==> config.mk <==
export PLATFORM = sky130hd
export DESIGN_NAME = spi_shift_engine_flat
export DESIGN_NICKNAME = d
export VERILOG_FILES = /design/src/rtl/spi_shift_engine_pkg.sv /design/src/rtl/spi_shift_engine_if.sv /design/src/rtl/spi_shift_engine_tick_div.sv /design/src/rtl/spi_shift_engine.sv /design/src/flat_wrapper.sv
export SDC_FILE = /design/constraint.sdc
export NUM_CORES = 1
export LEC_CHECK = 0
export CAP_MARGIN = 25
export CORE_MARGIN = 4
export CORE_UTILIZATION = 40
export DETAILED_ROUTE_END_ITERATION = 8
export DONT_BUFFER_PORTS = 1
export SKIP_CTS_REPAIR_TIMING = 1
export SKIP_LAST_GASP = 1
export SYNTH_ARGS = -nofsm -noshare
export SYNTH_HDL_FRONTEND = slang
export SYNTH_SLANG_ARGS = --single-unit
==> constraint.sdc <==
create_clock -name clk -period 2.5 [get_ports clk]
set_input_delay 0.25 -clock clk [delete_from_list [all_inputs] [get_ports clk]]
set_output_delay 0.25 -clock clk [all_outputs]
set_load 0.05 [all_outputs]
==> src/rtl/spi_shift_engine_pkg.sv <==
// Shared definitions for the SPI byte shifter: FSM states, transfer
// constants and the MISO line select.
package spi_shift_engine_pkg;

  typedef enum logic [1:0] {
    IDLE  = 2'd0,
    LEAD  = 2'd1,
    TRAIL = 2'd2
  } spi_state_t;

  localparam int SPI_HALF_PERIODS = 16;

  // Slave selects are active-low; MISO[2] answers when neither select is driven.
  function automatic logic misox_sel(input logic [2:0] miso, input logic [1:0] nss);
    return (miso[0] & ~nss[0]) | (miso[1] & ~nss[1]) | (miso[2] & nss[0] & nss[1]);
  endfunction

endpackage

==> src/rtl/spi_shift_engine_if.sv <==
// Control/data bus between the ctrl-code decoder and the SPI shift engine,
// including the SPI device pins.
interface spi_shift_engine_if #(parameter int DIV_W = 4);
  logic             start;
  logic [7:0]       txd;
  logic             cpol;
  logic             ss_we;
  logic [1:0]       ss_d;
  logic [DIV_W-1:0] div;
  logic [2:0]       miso;
  logic             sck;
  logic             mosi;
  logic [1:0]       nss;
  logic [7:0]       rxd;
  logic             busy;
  logic             done;

  modport master (
    output start, txd, cpol, ss_we, ss_d, div, miso,
    input  sck, mosi, nss, rxd, busy, done
  );

  modport slave (
    input  start, txd, cpol, ss_we, ss_d, div, miso,
    output sck, mosi, nss, rxd, busy, done
  );
endinterface

==> src/rtl/spi_shift_engine_tick_div.sv <==
// Half-period divider: loadable down-counter that fires a tick when it hits
// zero and then reloads from the latched divide value.
module spi_tick_div #(
  parameter int DIV_W = 4
) (
  input  logic             clk,
  input  logic             rst,
  input  logic             load,
  input  logic [DIV_W-1:0] load_val,
  input  logic [DIV_W-1:0] reload_val,
  input  logic             en,
  output logic             tick
);

  logic [DIV_W-1:0] cnt;

  assign tick = en && (cnt == '0);

  always_ff @(posedge clk) begin
    if (rst) begin
      cnt <= '0;
    end else if (load) begin
      cnt <= load_val;
    end else if (en) begin
      if (cnt == '0) cnt <= reload_val;
      else           cnt <= cnt - DIV_W'(1);
    end
  end

endmodule

==> src/rtl/spi_shift_engine.sv <==
// CPHA=0 SPI byte shifter: one START strobe sends TXD MSB-first on MOSI while
// collecting the selected MISO line into RXD.
module spi_shift_engine
  import spi_shift_engine_pkg::*;
#(
  parameter int DIV_W = 4,
  parameter int NBITS = 8
) (
  input  logic               clk,
  input  logic               rst,
  spi_shift_engine_if.slave  bus
);

  localparam int CNT_W = $clog2(NBITS);
  localparam logic [CNT_W-1:0] LAST_BIT = CNT_W'(SPI_HALF_PERIODS / 2 - 1);

  spi_state_t       state, state_n;
  logic             sck, mosi, done, cpol_l;
  logic [1:0]       nss;
  logic [NBITS-1:0] rxd, rx_sr;
  logic [NBITS-2:0] tx_sr;
  logic [CNT_W-1:0] bit_cnt;
  logic [DIV_W-1:0] div_l;
  logic             tick, go, lead_tick, trail_tick, last_bit, finish, misox;

  assign misox = misox_sel(bus.miso, nss);

  spi_tick_div #(.DIV_W(DIV_W)) u_div (
    .clk        (clk),
    .rst        (rst),
    .load       (go),
    .load_val   (bus.div),
    .reload_val (div_l),
    .en         (state != IDLE),
    .tick       (tick)
  );

  always_ff @(posedge clk) begin
    if (rst) state <= IDLE;
    else     state <= state_n;
  end

  always_comb begin
    state_n    = state;
    go         = 1'b0;
    lead_tick  = 1'b0;
    trail_tick = 1'b0;
    last_bit   = (bit_cnt == LAST_BIT);
    finish     = 1'b0;
    unique case (state)
      IDLE: begin
        go = bus.start;
        if (bus.start) state_n = LEAD;
      end
      LEAD: begin
        lead_tick = tick;
        if (tick) state_n = TRAIL;
      end
      TRAIL: begin
        trail_tick = tick;
        finish     = tick && last_bit;
        if (tick) state_n = last_bit ? IDLE : LEAD;
      end
      default: state_n = IDLE;
    endcase
  end

  // nSS only moves between bytes so a device never sees its select glitch mid-transfer.
  always_ff @(posedge clk) begin
    if (rst) begin
      sck     <= 1'b0;
      mosi    <= 1'b0;
      nss     <= 2'b11;
      rxd     <= '0;
      done    <= 1'b0;
      tx_sr   <= '0;
      rx_sr   <= '0;
      bit_cnt <= '0;
      cpol_l  <= 1'b0;
      div_l   <= '0;
    end else begin
      done <= finish;
      if (state == IDLE && bus.ss_we) nss <= bus.ss_d;
      if (go) begin
        tx_sr   <= bus.txd[NBITS-2:0];
        rx_sr   <= '0;
        mosi    <= bus.txd[NBITS-1];
        cpol_l  <= bus.cpol;
        div_l   <= bus.div;
        sck     <= bus.cpol;
        bit_cnt <= '0;
      end
      if (lead_tick) begin
        sck   <= ~cpol_l;
        rx_sr <= {rx_sr[NBITS-2:0], misox};
      end
      if (trail_tick) begin
        sck <= cpol_l;
        if (last_bit) begin
          rxd <= rx_sr;
        end else begin
          mosi    <= tx_sr[NBITS-2];
          tx_sr   <= {tx_sr[NBITS-3:0], 1'b0};
          bit_cnt <= bit_cnt + CNT_W'(1);
        end
      end
    end
  end

  assign bus.sck  = sck;
  assign bus.mosi = mosi;
  assign bus.nss  = nss;
  assign bus.rxd  = rxd;
  assign bus.busy = (state != IDLE);
  assign bus.done = done;

endmodule
==> src/flat_wrapper.sv <==
// flat-port wrapper written by rule: the top's interface ports become plain ports
module spi_shift_engine_flat import spi_shift_engine_pkg::*;
#(
  parameter int DIV_W = 4,
  parameter int NBITS = 8
)
  (clk, rst, bus_start, bus_txd, bus_cpol, bus_ss_we, bus_ss_d, bus_div, bus_miso, bus_sck, bus_mosi, bus_nss, bus_rxd, bus_busy, bus_done);
  spi_shift_engine_if #(.DIV_W(DIV_W)) bus_i ();
  input  logic clk;
  input  logic rst;
  input wire logic [$bits(bus_i.start)-1:0] bus_start;
  input wire logic [$bits(bus_i.txd)-1:0] bus_txd;
  input wire logic [$bits(bus_i.cpol)-1:0] bus_cpol;
  input wire logic [$bits(bus_i.ss_we)-1:0] bus_ss_we;
  input wire logic [$bits(bus_i.ss_d)-1:0] bus_ss_d;
  input wire logic [$bits(bus_i.div)-1:0] bus_div;
  input wire logic [$bits(bus_i.miso)-1:0] bus_miso;
  output wire logic [$bits(bus_i.sck)-1:0] bus_sck;
  output wire logic [$bits(bus_i.mosi)-1:0] bus_mosi;
  output wire logic [$bits(bus_i.nss)-1:0] bus_nss;
  output wire logic [$bits(bus_i.rxd)-1:0] bus_rxd;
  output wire logic [$bits(bus_i.busy)-1:0] bus_busy;
  output wire logic [$bits(bus_i.done)-1:0] bus_done;
  assign bus_i.start = bus_start;
  assign bus_i.txd = bus_txd;
  assign bus_i.cpol = bus_cpol;
  assign bus_i.ss_we = bus_ss_we;
  assign bus_i.ss_d = bus_ss_d;
  assign bus_i.div = bus_div;
  assign bus_i.miso = bus_miso;
  assign bus_sck = bus_i.sck;
  assign bus_mosi = bus_i.mosi;
  assign bus_nss = bus_i.nss;
  assign bus_rxd = bus_i.rxd;
  assign bus_busy = bus_i.busy;
  assign bus_done = bus_i.done;
  spi_shift_engine #(.DIV_W(DIV_W), .NBITS(NBITS)) u_core (.clk(clk), .rst(rst), .bus(bus_i));
endmodule
# Word level (Yosys, flattened, before mapping)
# Cells that the tools add are included.
# W data, S select, Z words.
[op_classes]
n_div = 0
reduce_logical = 12
n_mul = 0
shift = 0
n_lt_le_gt_ge = 0
bitwise_logic = 10
add_sub_neg = 2
eq_ne = 6
mux = 25
[op_table]
columns = ["operator", "count"]
rows = [
  ["$mux W7", 3],
  ["$mux W8", 2],
  ["$mux W4", 3],
  ["$mux W1", 10],
  ["$mux W3", 3],
  ["$mux W2", 3],
  ["$pmux W2 S3", 1],
  ["$reduce_bool A2 Y1", 3],
  ["$and A1 B1 Y1", 4],
  ["$logic_not A4 Y1", 1],
  ["$ne A2 B1 Y1 const B", 2],
  ["$not A1 Y1", 4],
  ["$sub A4 B1 Y4 const B", 1],
  ["$add A3 B1 Y3 const B", 1],
  ["$eq A3 B3 Y1 const B", 1],
  ["$logic_and A1 B1 Y1", 3],
  ["$reduce_and A3 Y1", 1],
  ["$reduce_bool A3 Y1", 1],
  ["$eq A2 B1 Y1 const B", 1],
  ["$eq A2 B2 Y1 const B", 1],
  ["$logic_not A2 Y1", 1],
  ["$ne A2 B2 Y1 const B", 1],
  ["$or A1 B1 Y1", 2],
  ["$reduce_and A2 Y1", 1],
  ["$reduce_or A2 Y1", 1],
]
[totals]
wordCells = 67
mem_count = 0
regBits = 42
mem_bits_ro = 0
mem_bits_rw = 0
latch_bits = 0

# Logic depth before layout (Yosys ltp)
[depth]
depth_word = 5
mapped_depth = 7
depth_no_buf = 5

# By module
# A second synthesis with hierarchy kept.
[unflattened]
cells_unflattened = 223
hier_area_um2 = 1881.8
[by_module_without_submodules]
columns = ["mod", "area_each_um2", "cells_per_inst", "instances"]
rows = [
  ["spi_shift_engine", 1607.8, 190, 1],
  ["spi_tick_div", 274.0, 33, 1],
]

# Worst setup path before layout
# Ideal clock, no wire load.
[synth_path]
kind = "register to register"
start = "reg u_core.bit_cnt[0]"
end = "reg u_core.bit_cnt[1]"
period_less_slack_ns = 1.612
path_stages_with_launch = 7
arrival_time_ns = 1.480
setup_time_ns = 0.132
setup_slack_ns = 0.888
path_cell_list = "dfxtp_1 > ha_1 > ha_1 > or3b_1 > clkbuf_1 > o211ai_1 > a21oi_1"
[synth_between]
elab_chain_len = 3
elab_cells_between_ends = 4
classes_between = "add/sub (1); eq/ne (1); mux (2)"
[synth_lines]
columns = ["item", "line", "text"]
rows = [
  ["start: declaration", "spi_shift_engine.sv:22", "logic [CNT_W-1:0] bit_cnt;"],
  ["start signal: assignment", "spi_shift_engine.sv:104", "bit_cnt <= bit_cnt + CNT_W'(1);"],
  ["$add A3 B1 Y3 or $eq A3 B3 Y1 (tied branches)", "spi_shift_engine.sv:104, spi_shift_engine.sv:48", ""],
  ["$mux W3 *", "spi_shift_engine.sv:99", "if (last_bit) begin"],
  ["$mux W3 *", "spi_shift_engine.sv:97", "if (trail_tick) begin"],
]
# Mark *: on every way between the ends. The rest lies on a longest branch, timed or not.
# A chain may end at the register's enable or synchronous reset.

# Worst setup path in the final report
[layout_path]
start = "reg u_core.u_div.cnt[0]"
end = "reg u_core.bit_cnt[0]"
[layout_between]
elab_chain_len = 4
[layout_lines]
columns = ["item", "line", "text"]
rows = [
  ["start: declaration", "spi_shift_engine_tick_div.sv:15", "logic [DIV_W-1:0] cnt;"],
  ["start signal: assignment", "spi_shift_engine_tick_div.sv:23", "cnt <= load_val;"],
  ["start signal: assignment", "spi_shift_engine_tick_div.sv:25", "if (cnt == '0) cnt <= reload_val;"],
  ["start signal: assignment", "spi_shift_engine_tick_div.sv:26", "else cnt <= cnt - DIV_W'(1);"],
  ["$logic_not A4 Y1", "spi_shift_engine_tick_div.sv:17", "assign tick = en && (cnt == '0);"],
  ["$logic_and A1 B1 Y1", "spi_shift_engine_tick_div.sv:17", ""],
  ["$mux W1", "spi_shift_engine.sv:50", "unique case (state)"],
  ["$mux W3", "spi_shift_engine.sv:97", ""],
]
# No other way between the ends.

==> results.cfg <==
[worst_setup_path]
crit-reg2reg-capture = u_core.bit_cnt[0]$_SDFF_PP0_
critPathBufInv = 1
reg2reg_from = u_core.u_div.cnt[0]$_SDFFE_PP0P_
worst_setup_path_end_kind = register
reg2reg_depth = 5
path_delay_family = simple AND/OR/NAND/NOR gates
crit_required_ps = 2720
critical_path_arrival_ps = 2130
slowest_stage = or3b_4
slowest_delay_ps = 550
path_max_fanout = 21
path_cells = inv_1 > ha_1 > or3b_4 > or3_1 > a21oi_1
critPathLaunchType = register
rrSetupSlack_ps = 600
crit_type = register to register
cp-startpoint = u_core.u_div.cnt[0]$_SDFFE_PP0P_

[sta]
final-hold-violation-count = 0
tightestPinTransition_ps = 765
fmax_mhz = 525
setup_tns_ps = 0
finalSetupViolCount = 0
period_needed_ps = 1900
maxSlewViolCount = 0
clock_skew_ps = 8.30
relSlewSlack_pct = 49.0
rsz0062_at_grt = no
finalCritPeriodShare_pct = 76.1

[logic_synthesis]
synth_xor_area_share_pct = 0
yosysUniqueCellTypes = 40
yosysSeqAreaShare_pct = 41.5
yosys.area.top_type_share_pct = 41.5
async_flop_share_pct = 0
ys_top_cells_by_area = dfxtp_1 (42%), a21oi_1 (7.4%), nand2_1 (5.7%), o211ai_1 (5.2%), nand3_1 (4.4%)
yosys.area_share.simple_pct = 23.8
yosysWarningCount = 0
synth_top_family_by_area = simple AND/OR/NAND/NOR gates
muxShareOfSynthArea_pct = 2.60
yosysMostFrequentCell = dfxtp_1
synthAdderAreaFrac_pct = 1.85
synthFlopType = dfxtp_1
synthTopCellsByCount = dfxtp_1 (42), nand2_1 (31), a21oi_1 (30), nand3_1 (18), o211ai_1 (14)
synth_nets = 257
syn_avg_cell_area_um2 = 8.73
synth_edf_count = 0
netlist_area_um2 = 2020
synthCells = 232
yosys_register_bits = 42
synth_top_area_cell = dfxtp_1
synth-compound-area-share_pct = 22.3

[die]
dieArea_um2 = 6260
num_rows = 25
core_um2 = 4820
initial_utilization_pct = 42.0
top_level_ports = 36
fp.dieW_um = 79.1
die_y_um = 79.1

[final_layout]
postLayoutCellArea_um2 = 2110
drive_above_1_share_pct = 10.4
nNetsFinal = 246
area_growth_pct = 4.08
antenna_cells = 0

[global_routing]
grt_pass1_wl_um = 7660
grt_overflow = 0
grtUsageTotal_pct = 15.3
grt_pass1_vias = 1573
antenna_found_initial = 0
grt_max_degree = 43

[route]
drt-initial-drc-count = 110
drt_first_pass_iters = 4
wl_um = 4460
num_vias = 1631
antenna_left = 0
via_per_inst = 5.64
wl_per_cell_um = 15.4
drc = 0

[power]
peakVddDrop_mv = 0.563
p_per_area_nw_per_um2 = 887
switchingPower_mw = 0.693
p_leak_nw = 0.705
pwr-share-seq_pct = 46.7
swShare_pct = 37.1
combPwrFrac_pct = 28.9
p_clk_share_pct = 24.4
cellInternalPower_mw = 1.18

[status]
status = complete, no violations

[flow_run]
drv_cap = 0

[min_path]
hold_class = primary input to register
hold_depth = 1
hold_path_startpoint = rst
min_to = u_core.div_l[0]$_SDFFE_PP0P_

[placed_design]
port_buffers = 0
gp_congestion = 0.739
dpl.hpwl_um = 2950
dpl_cell_area_um2 = 2010

[clocking]
cts.path.max_buffers = 2
path_clk_slew_ps = 80
cts_buffers = 5
insertion_delay_ps = 290
cts_max_level = 2
clkSinkCount = 42
clockRootBuffer = clkbuf_8
cts_tree = yes
[worst max path at each step]
stage                     slack (ps)  cells past startpoint                            to
final                            600                      5  u_core.bit_cnt[0]$_SDFF_PP0_
after global routing             470                      3    u_core.tx_sr[5]$_SDFF_PP0_
after CTS                        590                      4                      bus_busy
after detailed placement         650                      5  u_core.bit_cnt[0]$_SDFF_PP0_
after global placement           700                      3    u_core.tx_sr[0]$_SDFF_PP0_
after floorplan                  890                      6  u_core.bit_cnt[1]$_SDFF_PP0_
[cells in the final DEF, fill, tap and decap left out, drive strengths merged, types with 4 or more instances in the layout]
cell / synthesis / layout
a21oi: 30 / 30
a311oi: 7 / 7
buf: 17 / 6
clkbuf: 7 / 6
dfxtp: 42 / 42
inv: 4 / 4
nand2: 32 / 32
nand3: 18 / 18
nor3: 8 / 8
nor3b: 4 / 4
o211ai: 14 / 14
o21ai: 8 / 8
or3: 4 / 4
[worst reg2reg max path: cells and delay by family, from the launching register on]
| family | cells | cell delay [ps] |
|---|---|---|
| and+or+nand+nor | 2 | 930 |
| adders and majority gates | 1 | 350 |
| DFF | 1 | 340 |
| AOI/OAI and AO/OA | 1 | 140 |
| buffers and inverters | 1 | 80 |
[flip-flops by register name, summed over array words and instances (netlist names)]
| name | count |
|---|---|
| u_core.bus.mosi | 1 |
| u_core.bus.sck | 1 |
| u_core.state | 2 |
| u_core.u_div.cnt | 4 |
| u_core.bit_cnt | 3 |
| u_core.bus.done | 1 |
| u_core.rx_sr | 8 |
| u_core.bus.rxd | 8 |
| u_core.cpol_l | 1 |
| u_core.div_l | 4 |
| u_core.bus.nss | 2 |
| u_core.tx_sr | 7 |
[power by group through the flow]
stage / clock network (mW) / logic [mW] / registers (mW)
2_1_floorplan: 0 / 0.528 / 0.832
3_3_place_gp: 0 / 0.534 / 0.886
3_5_place_dp: 0 / 0.539 / 0.888
4_1_cts: 0.469 / 0.542 / 0.873
5_1_grt: 0.495 / 0.607 / 0.887
6_report: 0.456 / 0.540 / 0.873
[metal layers]
layer	vias to the layer above	part of all wire (%)	wire (µm)	track usage, %
li1	825	-	-	-
met1	760	49	2180	20.4
met2	40	45	1990	23.4
met3	6	5.1	228	4.54
met4	0	1.3	57	5.15
met5	-	0	0	0
[stage by stage]
stage | cells | setup WS [ps] | power, mW | hold WS (ps) | util [%]
finish | 289 | 597 | 1.87 | 16.8 | 43.7
floorplan | 232 | 888 | 1.36 | 386 | -
global route | 289 | 474 | 1.99 | 2.12 | 43.7
CTS | 289 | 593 | 1.88 | 4.04 | 43.7
detailed placement | 281 | 648 | 1.43 | 324 | 41.8
global placement | 281 | 696 | 1.42 | 324 | 41.8
[logic make-up (layout without fill, tap and decap cells)]
kind of cell,after synthesis,after routing
adders and majority gates,3,3
and+or+nand+nor,83,83
buffers and inverters,29,19
muxes,5,5
AOI/OAI and AO/OA,70,70
DFF,42,42
[cell type report]
type	count	area [µm²]
clock buffer	6	82.6
clock inverter	2	12.5
fill	508	2710
inverter	5	18.8
multi-input combinational	161	1020
sequential	42	841
tap	67	83.8
timing repair buffer	6	45.0
Power figures use the tool's default switching activity.
